### src/rtl/demux2_pkg.sv
// Shared types and constants for the demux2 slice.
// Counter types are consumed only when DEMUX2_CNT_EN is defined.
`ifndef DEMUX2_PKG_SV
`define DEMUX2_PKG_SV

package demux2_pkg;
    localparam int CNT_W = 16;
    typedef logic [CNT_W-1:0] cnt_t;
    localparam cnt_t CNT_MAX = '1;
endpackage

`endif

### src/rtl/demux2_out_slice.sv
// One-entry output register with full flag for a single demux channel.
// DEMUX2_CNT_EN adds a saturating count of completed output transfers.
`ifndef DEMUX2_OUT_SLICE_SV
`define DEMUX2_OUT_SLICE_SV

module demux2_out_slice
    import demux2_pkg::*;
#(
    parameter int n = 16
) (
    input  logic         clk,
    input  logic         rst_n,
    input  logic         load,
    input  logic [n-1:0] load_data,
    output logic         open,
    output logic [n-1:0] data,
    output logic         valid,
    input  logic         ready
`ifdef DEMUX2_CNT_EN
    ,
    output cnt_t         count
`endif
);

    logic full;
    logic xfer;

    assign open  = ~full | ready;
    assign xfer  = full & ready;
    assign valid = full;

    // A load takes priority over the drain so a simultaneous load and
    // transfer keeps the entry full with the new word.
    always_ff @(posedge clk or negedge rst_n) begin
        if (!rst_n) begin
            full <= 1'b0;
            data <= '0;
        end else if (load) begin
            full <= 1'b1;
            data <= load_data;
        end else if (xfer) begin
            full <= 1'b0;
        end
    end

`ifdef DEMUX2_CNT_EN
    always_ff @(posedge clk or negedge rst_n) begin
        if (!rst_n) begin
            count <= '0;
        end else if (xfer && (count != CNT_MAX)) begin
            count <= count + 1'b1;
        end
    end
`endif

endmodule

`endif

### src/rtl/demux2_slice.sv
// Two-way valid/ready demultiplexer: in_select=1 routes to channel a, 0 to b.
// Build option DEMUX2_CNT_EN adds per-channel transfer counters a_count/b_count.
`ifndef DEMUX2_SLICE_SV
`define DEMUX2_SLICE_SV

module demux2_slice
    import demux2_pkg::*;
#(
    parameter int n = 16
) (
    input  logic         clk,
    input  logic         rst_n,
    input  logic [n-1:0] in_data,
    input  logic         in_valid,
    input  logic         in_select,
    output logic         in_ready,
    output logic [n-1:0] a_data,
    output logic         a_valid,
    input  logic         a_ready,
    output logic [n-1:0] b_data,
    output logic         b_valid,
    input  logic         b_ready
`ifdef DEMUX2_CNT_EN
    ,
    output cnt_t         a_count,
    output cnt_t         b_count
`endif
);

    logic open_a;
    logic open_b;
    logic load_a;
    logic load_b;

    // in_ready deliberately ignores in_valid so the source can sample it freely.
    assign in_ready = in_select ? open_a : open_b;
    assign load_a   = in_valid &  in_select & open_a;
    assign load_b   = in_valid & ~in_select & open_b;

    demux2_out_slice #(.n(n)) u_slice_a (
        .clk       (clk),
        .rst_n     (rst_n),
        .load      (load_a),
        .load_data (in_data),
        .open      (open_a),
        .data      (a_data),
        .valid     (a_valid),
        .ready     (a_ready)
`ifdef DEMUX2_CNT_EN
        ,
        .count     (a_count)
`endif
    );

    demux2_out_slice #(.n(n)) u_slice_b (
        .clk       (clk),
        .rst_n     (rst_n),
        .load      (load_b),
        .load_data (in_data),
        .open      (open_b),
        .data      (b_data),
        .valid     (b_valid),
        .ready     (b_ready)
`ifdef DEMUX2_CNT_EN
        ,
        .count     (b_count)
`endif
    );

endmodule

`endif

### config.mk
export PLATFORM = sky130hd
export DESIGN_NAME = demux2_slice
export DESIGN_NICKNAME = d
export VERILOG_FILES = /design/src/rtl/demux2_pkg.sv /design/src/rtl/demux2_out_slice.sv /design/src/rtl/demux2_slice.sv
export SDC_FILE = /design/constraint.sdc
export NUM_CORES = 1
export LEC_CHECK = 0
export ABC_CLOCK_PERIOD_IN_PS = 2100
export BUFFER_PORTS_ARGS = -buffer_cell sky130_fd_sc_hd__buf_2
export CORE_UTILIZATION = 46
export DETAILED_ROUTE_END_ITERATION = 6
export GPL_ROUTABILITY_DRIVEN = 0
export PLACE_DENSITY = 0.89
export SKIP_LAST_GASP = 1
export SLEW_MARGIN = 10
export SYNTH_ARGS = -nofsm -noshare
export SYNTH_HDL_FRONTEND = slang
export SYNTH_SLANG_ARGS = --single-unit
### constraint.sdc
create_clock -name clk -period 2.1 [get_ports clk]
set_clock_uncertainty 0.2 [all_clocks]
set_input_delay 0.525 -clock clk [delete_from_list [all_inputs] [get_ports clk]]
set_output_delay 0.525 -clock clk [all_outputs]
set_load 0.01 [all_outputs]
==> run summary <==
Status: completed
DRT iter0 DRCs: 18
Critical Path RT: 1370 ps
Layout cells sized above 1: 0.704
Bufs on Longest Clock Path: 2
Initial antenna violation count: 0
Placed instance count: 164
Post-Synthesis Cells: 78
Syn_area_per_cell: 16.8 sq um
Worst R2R Path Depth: 4
Largest area contributor in the netlist: dfrtp_1
Ys flop type: dfrtp_1
Setup TNS: 0 ps
Setup CP Type: reg -> out
Antenna diode count: 0
Period minus WS final: 1920 ps
Synthesized flop and latch total: 34
Commonest cells post-synth: 34 x dfrtp_1, 32 x mux2_2, 2 x buf_6
Die Wd: 55.3 um
Post-route ant nets: 0
Async SR Flop Fraction: 1.00
Setup violators final: 0
Cell Area, Synth: 1310 sq um
Final hold vios: 0
CTS sink count: 34
Final period util: 0.916
Total GRT Usage: 0.171
Grt total ovfl: 0
WL/cell: 13.9 um
Core area: 2590 sq um
Post-synth EDFFs: 0
Final Cell Area: 1700 sq um
I/O Buffers: 56
Pins over their slew limit: 0
Final core utilization: 0.657
Syn. warnings: 0
Worst vdd ir: 0.632 mV
CP endpoint kind: output pin
TritonCTS clock tree: built
Pre-CTS WS: 265 ps
Dpl cell area: 1640 sq um
Die ar.: 3060 sq um
Reg-to-reg slack, setup: 550 ps
Vias per cell: 5.02
Die height: 55.3 um
H-Tree Depth: 2
Vias in the first global route: 898
Final WS setup: 176 ps
Routed WL: 2390 um
Power Density: 913 nW/um^2
P_leak: 0.828 nW
Overall Power: 1.55 mW
Final net count: 163
Yosys top cell area share: 0.651
Most common cell in the synthesized netlist: dfrtp_1
Ports: 57
Area Growth Syn to Fin: 30.2%
Crit-path max FO: 3
Layout Cells excl Fill: 172
DR vias: 863
Initial DRT Pass Iterations: 2
Hpwl dp: 1760 um
Worst-Margin Slew: 723 ps
Hold WS: 42.8 ps
Startpoint Class: flip-flop
CTS clk-pin slew, worst paths: 100 ps
DR DRC count: 0
Register area share after synthesis: 0.651
RSZ-0062 raised after global routing: no
Synth area leaders: dfrtp_1 65%, mux2_2 28%, buf_6 1.7%
Placement row count: 18
Root Driver: clkbuf_4
Fmax achieved: 520 MHz
Max_cap viols: 0
HP Class: in -> async
Setup Buffers After CTS: 0
# hold bufs at CTS: 0
PostCTS Resize Cnt: 0
Largest net degree at the start of global routing: 35
Initial Util: 0.505
Mapped Nets: 100
Worst-Skew Late Latency: 310 ps
Crit path DAT: 1200 ps
Fill cells: 195
Inserted Clock Buffers: 5
First-pass GRT wire length: 4000 um
Count of cell types in the netlist: 13
Rel. slew slack: 0.518
[flip-flops by register name, summed over array words and instances, names as in the netlist]
signal and count:
u_slice_a.valid 1, u_slice_b.data 16, u_slice_a.data 16, u_slice_b.valid 1
[path summary, 6_finish.rpt]
kind                                                     from                             end
worst max-delay path              u_slice_a.valid$_DFFE_PN0P_                        in_ready
worst min-delay path                                    rst_n   u_slice_b.data[3]$_DFFE_PN0P_
worst max register to register    u_slice_b.valid$_DFFE_PN0P_  u_slice_b.data[10]$_DFFE_PN0P_
worst min register to register  u_slice_a.data[9]$_DFFE_PN0P_   u_slice_a.data[9]$_DFFE_PN0P_
max in group asynchronous                               rst_n     u_slice_b.valid$_DFFE_PN0P_
min in group clk                                   in_data[3]   u_slice_b.data[3]$_DFFE_PN0P_
[logic make-up after synthesis]
group | count (synthesis) | synth area share
flops | 34 | 0.651
mux | 32 | 0.276
simple gates | 7 | 0.0459
buf+inv | 3 | 0.0201
compound gates | 2 | 0.00765
[per-layer routing]
metal	wire length [um]	vias to the layer above	global-route usage	part of all wire
li1	-	397	-	-
met1	941	431	0.190	0.39
met2	1300	30	0.303	0.54
met3	117	5	0.0585	0.049
met4	31	0	0.0643	0.013
met5	0	-	0	0
[worst max-delay path, stage by stage (launching register included)]
cell and delay, ps:
dfrtp_1 380, and2b_1 200, a21oi_1 160, buf_2 150
[placed cells by master (no fill, tap or decap)]
cell type and instances:
o21ai_0 1, buf_2 56, clkinv_2 1, and2b_1 1, inv_1 1, nand2b_1 1
clkbuf_8 1, buf_12 2, dfrtp_1 34, nand2_1 1, clkbuf_1 1, a21oi_1 1
nor3b_4 1, clkbuf_4 5, nor2_1 1, mux2_2 32, nor2_4 1, nand2b_2 1
[final cells by class]
| class | instances | area, sq um | area share |
|---|---|---|---|
| sequential | 34 | 851 | 0.500 |
| multi-input combinational | 41 | 430 | 0.253 |
| timing repair buffer | 58 | 320 | 0.188 |
| clock buffer | 7 | 55.1 | 0.0323 |
| tap | 30 | 37.5 | 0.0220 |
| clock inverter | 1 | 5.00 | 0.00294 |
| inverter | 1 | 3.75 | 0.00220 |
[power by group]
part,switching [mW],internal (mW)
Clock,0.200,0.162
Combinational,0.171,0.197
Sequential,0.0547,0.769
Total,0.426,1.13
(Power assumes the default switching activity.)
